[src/rtl/video_timing_pkg.sv]
// Shared constants, types and helpers for the raster timing generator.
// Holds the Tank Battalion default mode and an alternate 640x480 mode.
package video_timing_pkg;

  function automatic int clog2(input int value);
    int r;
    int x;
    r = 0;
    x = value - 1;
    while (x > 0) begin
      r++;
      x = x >> 1;
    end
    return (r < 1) ? 1 : r;
  endfunction

  localparam int TANKB_H_ACTIVE = 256;
  localparam int TANKB_H_FP     = 16;
  localparam int TANKB_H_SYNC   = 32;
  localparam int TANKB_H_BP     = 80;
  localparam int TANKB_V_ACTIVE = 224;
  localparam int TANKB_V_FP     = 16;
  localparam int TANKB_V_SYNC   = 8;
  localparam int TANKB_V_BP     = 16;

  localparam int VGA640_H_ACTIVE = 640;
  localparam int VGA640_H_FP     = 16;
  localparam int VGA640_H_SYNC   = 96;
  localparam int VGA640_H_BP     = 48;
  localparam int VGA640_V_ACTIVE = 480;
  localparam int VGA640_V_FP     = 10;
  localparam int VGA640_V_SYNC   = 2;
  localparam int VGA640_V_BP     = 33;

  typedef enum logic {
    IDLE = 1'b0,
    PEND = 1'b1
  } irq_state_t;

endpackage

[src/rtl/video_timing_gen_pix_clk_div.sv]
// Pixel-enable divider: registered pix_ce, one clk wide, every CLK_DIV clks.
module pix_clk_div
  import video_timing_pkg::*;
#(
  parameter int CLK_DIV = 4
) (
  input  logic clk,
  input  logic rst_n,
  output logic pix_ce
);

  localparam int DW = clog2(CLK_DIV);
  localparam logic [DW-1:0] DIV_MAX = DW'(CLK_DIV - 1);

  logic [DW-1:0] div_cnt;

  always_ff @(posedge clk or negedge rst_n) begin
    if (!rst_n) begin
      div_cnt <= '0;
      pix_ce  <= 1'b0;
    end else begin
      pix_ce  <= (div_cnt == DIV_MAX);
      div_cnt <= (div_cnt == DIV_MAX) ? '0 : div_cnt + 1'b1;
    end
  end

endmodule

[src/rtl/video_timing_gen.sv]
// Raster timing generator: H/V counters, sync/blank, tile strobes, vblank IRQ.
// Define VIDEO_IRQ_EN to build the vblank interrupt latch; otherwise irq_n is tied high.
module video_timing_gen
  import video_timing_pkg::*;
#(
  parameter int   CLK_DIV     = 4,
  parameter int   H_ACTIVE    = TANKB_H_ACTIVE,
  parameter int   H_FP        = TANKB_H_FP,
  parameter int   H_SYNC      = TANKB_H_SYNC,
  parameter int   H_BP        = TANKB_H_BP,
  parameter int   V_ACTIVE    = TANKB_V_ACTIVE,
  parameter int   V_FP        = TANKB_V_FP,
  parameter int   V_SYNC      = TANKB_V_SYNC,
  parameter int   V_BP        = TANKB_V_BP,
  parameter int   TILE_SHIFT  = 3,
  parameter int   FETCH_PHASE = 2,
  parameter logic HS_POL      = 1'b0,
  parameter logic VS_POL      = 1'b0,
  localparam int  H_TOTAL     = H_ACTIVE + H_FP + H_SYNC + H_BP,
  localparam int  V_TOTAL     = V_ACTIVE + V_FP + V_SYNC + V_BP,
  localparam int  HW          = clog2(H_TOTAL),
  localparam int  VW          = clog2(V_TOTAL),
  localparam int  CW          = HW - TILE_SHIFT
) (
  input  logic          clk,
  input  logic          rst_n,
  output logic          pix_ce,
  output logic [HW-1:0] hcnt,
  output logic [VW-1:0] vcnt,
  output logic          hsync,
  output logic          vsync,
  output logic          hblank,
  output logic          vblank,
  output logic          de,
  output logic          tile_fetch,
  output logic          tile_load,
  output logic [CW-1:0] tile_col,
  output logic          line_start,
  output logic          frame_start,
  input  logic          irq_ack_n,
  output logic          irq_n
);

  localparam logic [HW-1:0]         H_LAST   = HW'(H_TOTAL - 1);
  localparam logic [HW-1:0]         H_ACT    = HW'(H_ACTIVE);
  localparam logic [HW-1:0]         HS_START = HW'(H_ACTIVE + H_FP);
  localparam logic [HW-1:0]         HS_END   = HW'(H_ACTIVE + H_FP + H_SYNC);
  localparam logic [VW-1:0]         V_LAST   = VW'(V_TOTAL - 1);
  localparam logic [VW-1:0]         V_ACT    = VW'(V_ACTIVE);
  localparam logic [VW-1:0]         VS_START = VW'(V_ACTIVE + V_FP);
  localparam logic [VW-1:0]         VS_END   = VW'(V_ACTIVE + V_FP + V_SYNC);
  localparam logic [CW-1:0]         COL_LAST = CW'((H_TOTAL >> TILE_SHIFT) - 1);
  localparam logic [TILE_SHIFT-1:0] FETCH_AT = TILE_SHIFT'(FETCH_PHASE);

  logic          run;
  logic [HW-1:0] h_nxt;
  logic [VW-1:0] v_nxt;

  pix_clk_div #(.CLK_DIV(CLK_DIV)) u_div (
    .clk    (clk),
    .rst_n  (rst_n),
    .pix_ce (pix_ce)
  );

  // The first pixel enable after reset presents (0,0) instead of advancing past it.
  always_comb begin
    h_nxt = hcnt;
    v_nxt = vcnt;
    if (pix_ce && run) begin
      if (hcnt == H_LAST) begin
        h_nxt = '0;
        v_nxt = (vcnt == V_LAST) ? '0 : vcnt + 1'b1;
      end else begin
        h_nxt = hcnt + 1'b1;
      end
    end
  end

  // Decodes are taken from next-state counts so they line up with hcnt/vcnt.
  always_ff @(posedge clk or negedge rst_n) begin
    if (!rst_n) begin
      run         <= 1'b0;
      hcnt        <= '0;
      vcnt        <= '0;
      hsync       <= ~HS_POL;
      vsync       <= ~VS_POL;
      hblank      <= 1'b0;
      vblank      <= 1'b0;
      de          <= 1'b0;
      tile_fetch  <= 1'b0;
      tile_load   <= 1'b0;
      tile_col    <= CW'(1);
      line_start  <= 1'b0;
      frame_start <= 1'b0;
    end else if (pix_ce) begin
      run         <= 1'b1;
      hcnt        <= h_nxt;
      vcnt        <= v_nxt;
      hsync       <= (h_nxt >= HS_START && h_nxt < HS_END) ? HS_POL : ~HS_POL;
      vsync       <= (v_nxt >= VS_START && v_nxt < VS_END) ? VS_POL : ~VS_POL;
      hblank      <= (h_nxt >= H_ACT);
      vblank      <= (v_nxt >= V_ACT);
      de          <= (h_nxt < H_ACT) && (v_nxt < V_ACT);
      tile_fetch  <= (h_nxt[TILE_SHIFT-1:0] == FETCH_AT);
      tile_load   <= &h_nxt[TILE_SHIFT-1:0];
      tile_col    <= (h_nxt[HW-1:TILE_SHIFT] == COL_LAST) ? '0
                                                          : h_nxt[HW-1:TILE_SHIFT] + 1'b1;
      line_start  <= (h_nxt == '0);
      frame_start <= (h_nxt == '0) && (v_nxt == '0);
    end
  end

`ifdef VIDEO_IRQ_EN
  irq_state_t irq_state;
  irq_state_t irq_state_nxt;
  logic       irq_set;

  assign irq_set = pix_ce && (h_nxt == '0) && (v_nxt == V_ACT);

  always_ff @(posedge clk or negedge rst_n) begin
    if (!rst_n) irq_state <= IDLE;
    else        irq_state <= irq_state_nxt;
  end

  // A set on the same edge as an acknowledge keeps the interrupt pending.
  always_comb begin
    irq_state_nxt = irq_state;
    case (irq_state)
      IDLE:    if (irq_set) irq_state_nxt = PEND;
      PEND:    if (!irq_set && !irq_ack_n) irq_state_nxt = IDLE;
      default: irq_state_nxt = IDLE;
    endcase
  end

  assign irq_n = (irq_state != PEND);
`else
  logic unused_irq_ack;
  assign unused_irq_ack = irq_ack_n;
  assign irq_n = 1'b1;
`endif

endmodule

[config.mk]
export PLATFORM = sky130hd
export DESIGN_NAME = video_timing_gen
export DESIGN_NICKNAME = d
export VERILOG_FILES = /design/src/rtl/video_timing_pkg.sv /design/src/rtl/video_timing_gen_pix_clk_div.sv /design/src/rtl/video_timing_gen.sv
export SDC_FILE = /design/constraint.sdc
export NUM_CORES = 1
export LEC_CHECK = 0
export ABC_AREA = 1
export BUFFER_PORTS_ARGS = -buffer_cell sky130_fd_sc_hd__buf_4
export CAP_MARGIN = 10
export CORE_AREA = 2 2 88 90
export DETAILED_ROUTE_END_ITERATION = 7
export DIE_AREA = 0 0 90 92
export GPL_TIMING_DRIVEN = 1
export PLACE_DENSITY = 0.58
export SYNTH_ARGS = -nofsm -noshare
export SYNTH_HDL_FRONTEND = slang
export SYNTH_HIERARCHICAL = 1
export SYNTH_SLANG_ARGS = --single-unit
[constraint.sdc]
create_clock -name clk -period 1.9 [get_ports clk]
set_clock_uncertainty 0.05 [all_clocks]
set_input_delay 0.38 -clock clk [delete_from_list [all_inputs] [get_ports clk]]
set_output_delay 0.38 -clock clk [all_outputs]
set_load 0.05 [all_outputs]
# ---- Word-level counts from Yosys, hierarchy flattened
# Index checks and enable logic that the tools add are counted.
dict set report classes {
  order_cmp 8
  n_mux 9
  n_reduce_logical 8
  n_addsub 4
  eq_ne 5
}
# op count
set ops {}
lappend ops {{2-to-1 mux 9 bit} 5}
lappend ops {{adder 9 x 1 -> 9 bit, second input constant} 2}
lappend ops {{== test 9 bit, second input constant} 2}
lappend ops {{>= comparator 9 x 8 -> 1 bit, second input constant} 2}
lappend ops {{>= comparator 9 bit, second input constant} 2}
lappend ops {{logical NOT 9 bit} 2}
lappend ops {{less-than comparator 9 x 8 -> 1 bit, second input constant} 2}
lappend ops {{less-than comparator 9 bit, second input constant} 2}
lappend ops {{adder 6 x 1 -> 6 bit, second input constant} 1}
lappend ops {{== test 6 bit, second input constant} 1}
lappend ops {{2-to-1 mux 6 bit} 1}
lappend ops {{logical AND 1 bit} 5}
lappend ops {{== test 3 x 2 -> 1 bit, second input constant} 1}
lappend ops {{AND reduction 3 bit} 1}
lappend ops {{adder 2 x 1 -> 2 bit, second input constant} 1}
lappend ops {{== test 2 bit, second input constant} 1}
lappend ops {{2-to-1 mux 1 bit} 2}
lappend ops {{2-to-1 mux 2 bit} 1}
dict set report word_totals {
  elab_cells 49
  in_bits 3
  ff_bits 37
}

# ---- Logic depth before layout (Yosys ltp)
dict set report logic_depth {
  ltp_word 7
  ltp_mapped 13
  depth_no_buf 13
}

# ---- Hierarchy
# Netlist, hierarchy kept.
# module n_inst cells_each seq_area_each_um2 area_each_um2
set modules_own_cells {}
lappend modules_own_cells {video_timing_gen 1 250 854.6 1929.4}
lappend modules_own_cells {pix_clk_div 1 5 75.1 91.3}

# ---- Worst setup path after synthesis
# No wires, ideal clock.
dict set report synth_timing {
  path_kind {flip-flop to flip-flop}
  startpoint {reg hcnt[0]}
  endpoint {reg tile_col[3]}
  path_buffers 0
  setup_time_ps 66
  path_stages_with_launch 13
  period_less_slack_ps 2486
  t_arrival_ps 2370
  slack_ps -586
  path_cell_list {dfrtp_1 -> ha_1 -> nand2_1 -> nor2_8 -> nand2_1 -> xor2_1 -> inv_1 -> ha_1 -> nand4_1 -> nor2_1 -> nor2_1 -> nand3_1 -> nand2_1}
}
dict set report synth_via {
  elab_chain_len 5
  word_cells_on_any_way 7
}
# item line_no
set synth_lines {}
lappend synth_lines {{start: declaration} video_timing_gen.sv:28} ;# output logic [HW-1:0] hcnt,
lappend synth_lines {{start signal: assignment} video_timing_gen.sv:97} ;# hcnt <= h_nxt;
lappend synth_lines {{adder 9 x 1 -> 9 bit / == test 9 bit (equally long branches)} {video_timing_gen.sv:74, video_timing_gen.sv:70}}
lappend synth_lines {{2-to-1 mux 9 bit *} video_timing_gen.sv:70} ;# if (hcnt == H_LAST) begin
lappend synth_lines {{2-to-1 mux 9 bit *} video_timing_gen.sv:69} ;# if (pix_ce && run) begin
lappend synth_lines {{net h_nxt[4]} video_timing_gen.sv:56} ;# logic [HW-1:0] h_nxt;
lappend synth_lines {{adder 6 x 1 -> 6 bit / == test 6 bit (equally long branches)} {video_timing_gen.sv:107, video_timing_gen.sv:106}}
lappend synth_lines {{2-to-1 mux 6 bit *} video_timing_gen.sv:106} ;# tile_col <= (h_nxt[HW-1:TILE_SHIFT] == COL_LAST) ? '0
lappend synth_lines {{end signal: assignment} video_timing_gen.sv:106}
lappend synth_lines {{end: declaration} video_timing_gen.sv:37} ;# output logic [CW-1:0] tile_col,
# The timed path passes the listed nets; every way through them passes the cells marked *.
# A chain may end at the register's enable or synchronous reset.

# ---- Final worst setup path
dict set report layout_timing {
  startpoint {reg hcnt[0]}
  endpoint {reg tile_col[5]}
}
# Same word-level chain as after synthesis.

==> impl_metrics.tcl <==
set metrics [dict create \
    grt_util_all_layers_pct 11.42 \
    seqPwrFrac_pct 55.5 \
    diodes 0 \
    hp-class "input pin to asynchronous set/reset pin" \
    dr.pass1.iters 4 \
    finalNonFillerCells 419 \
    powerDensity_nw_per_um2 514.0 \
    ys_seq_area_share_pct 46.01 \
    violations "hold timing" \
    grt_pass1_vias 1643 \
    cap_violations 0 \
    crit_fanout 5 \
    synth_edf_count 0 \
    cp.arrival_ps 2050 \
    die_h_microns 92 \
    clk-insertion-delay-late_ps 280 \
    critPathLaunchType "flop" \
    boundaryPins 38 \
    cp-end-kind "flop" \
    combPwrFrac_pct 1.4 \
    sw_frac_of_total_pct 21.22 \
    cts_made_buffers 5 \
    crit_top_cell "ha_4" \
    core_area_sq_um 7447 \
    clkSinkCount 37 \
    final_layout_size_suffix_gt1_share_pct 36.28 \
    yosys.area_share.simple_pct 36.41 \
    dp_cells 404 \
    io_buffers 35 \
    drv_slew 0 \
    synth_compound_area_share_pct 2.786 \
    grt_setup_unrepaired "yes" \
    clkTransAtPathRegs_ps 80 \
    grt_max_degree 38 \
    crit_chain "ha_4, nand2_4, nor2_8, nand2_2, xor2_2, inv_2, ha_4, nand4_1, nor2_1, nor2_2, nand3_1, nand2_1" \
    cts_max_path_buffers 2 \
    vias_per_cell 4.217 \
    root_buffer "clkbuf_8" \
    chipWidth_microns 90 \
    synth_ff_type "dfrtp_1" \
    ff2ff_setup_slack_ps 20 \
    wirelength_mm 4.605 \
    final_common_cell "nand2_1" \
    synthAdderAreaFrac_pct 2.477 \
    nNetsFinal 323 \
    reg2reg_from "hcnt[0]$_DFFE_PN0P_" \
    period_share_pct 98.70 \
    utilization_pct 37.03 \
    start_util_pct 27.13 \
    ant_nets 0 \
    gp_congestion 0.8398 \
    p_switching_mw 0.3008 \
    cp.required_ps 2080 \
    syn_area_sq_um 2021 \
    num_vias 1767 \
    num_rows 32 \
    grt_first_pass_wirelength_mm 7.721 \
    gr-total-overflow 0 \
    hold_viol 5 \
    p_clk_share_pct 43.0 \
    yosys.cell_types.count 31 \
    whs_ps -8.198 \
    synth-seq-cells 37 \
    path_buf_inv 1 \
    status "finished, violations left" \
    dieArea_sq_um 8280 \
    drt-initial-drc-count 44 \
    setup_viol 0 \
    wl_per_cell_microns 10.99 \
    cts_tree "done" \
    ir_drop_mv 0.2125 \
    synthCells 255 \
    most-common-layout-cells "79 x nand2_1, 58 x buf_4, 32 x inv_1, 26 x nor2_1, 25 x dfrtp_1" \
    route.detailed.drc 0 \
    grt_antenna_before_repair 0 \
    max_freq_mhz 533.3 \
    cp_top_family "simple AND/OR/NAND/NOR gates" \
    synth_top_family_by_area "simple AND/OR/NAND/NOR gates" \
    synthArstFlopShare_pct 100.0 \
    synthMuxAreaShare_pct 0 \
    critical_path_class "flop to flop" \
    h-tree-depth 2 \
    power.leakage_nw 1.395 \
    timing.rr.end "tile_col[5]$_DFFE_PN0P_" \
    hpwl_mm 3.450 \
    period_minus_slack_ps 1875 \
    yosysWarnings 6 \
    cp_slowest_cell "dfrtp_2" \
    area_growth_pct 36.47 \
    synth_nets 262 \
    synth_xor_area_share_pct 3.406 \
    reg2reg_depth 12 \
    syn-mean-instance-area_sq_um 7.924 \
    max_stage_delay_ps 390 \
    internal_power_mw 1.117 \
]
-- logic make-up after synthesis --
family / count (synthesis)
simple gates: 156
buf+inv: 41
flops: 37
compound gates: 9
xor+xnor: 7
fa+ha+maj: 4
other cells: 1
-- synth_stat cells (3+ instances only) --
library cell  count  area, sq um
inv_1            36        135.1
nand3_1          17        85.08
dfrtp_1          34        850.8
ha_1              4        50.05
dfstp_2           3        78.83
nor2_2            4        25.02
nand4_1           8        50.05
o21ai_0           4        20.02
xor2_1            6        52.55
nor2_1           30        112.6
nand2_1          83        311.6
-- cell type report --
| class | instances | area [sq um] |
|---|---|---|
| Multi-Input combinational cell | 177 | 1003 |
| Inverter | 36 | 137.6 |
| Clock buffer | 7 | 96.34 |
| Sequential cell | 37 | 940.9 |
| Tap cell | 102 | 127.6 |
| Clock inverter | 1 | 5.005 |
| Timing Repair Buffer | 59 | 446.7 |
| Fill cell | 772 | 4690 |
-- timing repair --
item                       4_1_cts  5_1_grt
pin swaps                        1       12
setup buffers                    0        7
setup endpoints to repair        2       10
resized for setup                0       14
hold buffers                     0        0
-- how the worst max path moves through the flow --
stage / startpoint / to / depth (start not counted)
after floorplan: hcnt[0]$_DFFE_PN0P_ / tile_col[3]$_DFFE_PN0P_ / 13
after global placement: hcnt[1]$_DFFE_PN0P_ / tile_col[3]$_DFFE_PN0P_ / 12
after detailed placement: hcnt[1]$_DFFE_PN0P_ / tile_col[3]$_DFFE_PN0P_ / 12
after CTS: hcnt[1]$_DFFE_PN0P_ / tile_col[3]$_DFFE_PN0P_ / 12
after global routing: hcnt[0]$_DFFE_PN0P_ / tile_col[5]$_DFFE_PN0P_ / 12
final: hcnt[0]$_DFFE_PN0P_ / tile_col[5]$_DFFE_PN0P_ / 12
-- worst reg2reg max path, delay by kind of cell (launching register included) --
kind | cells | cell delay, ps
simple gates | 8 | 800
flops | 1 | 390
fa+ha+maj | 2 | 300
buf+inv | 1 | 60
xor+xnor | 1 | 200
-- state kept, by name, summed over array words and instances, names as in the netlist --
name           count
vsync              1
frame_start        1
de                 1
hsync              1
tile_load          1
u_div/pix_ce       1
vcnt               9
run                1
u_div/div_cnt      2
hcnt               9
tile_fetch         1
vblank             1
hblank             1
tile_col           6
line_start         1
-- power groups by stage --
stage | registers, mW | logic (mW) | clock network, mW
5_1_grt | 0.787 | 0.0237 | 0.655
4_1_cts | 0.787 | 0.0223 | 0.631
3_5_place_dp | 0.802 | 0.0225 | 0
2_1_floorplan | 0.803 | 0.00589 | 0
6_report | 0.787 | 0.0204 | 0.610
3_3_place_gp | 0.802 | 0.0219 | 0
-- layer usage --
layer  part of all wire [%]  vias to the layer above  GRT usage [%]
met4                    1.0                        0          4.359
met5                      0                        -              0
met1                     48                      823          14.70
li1                       -                      910              -
met3                    2.4                        4          1.890
met2                     49                       30          19.30
-- through the flow --
step	instance area, sq um	setup TNS, ps	power [mW]	worst slack, ps	hold slack [ps]
after floorplan	2088	-807.3	0.8084	-180.0	34.41
after global placement	2561	0	0.8243	5.098	323.8
after detailed placement	2561	0	0.8249	14.35	331.8
after CTS	2663	0	1.440	14.67	13.13
after global routing	2758	-445.7	1.465	-105.8	22.41
final	2758	0	1.417	24.74	-8.198
Power figures use the tool's default switching activity.
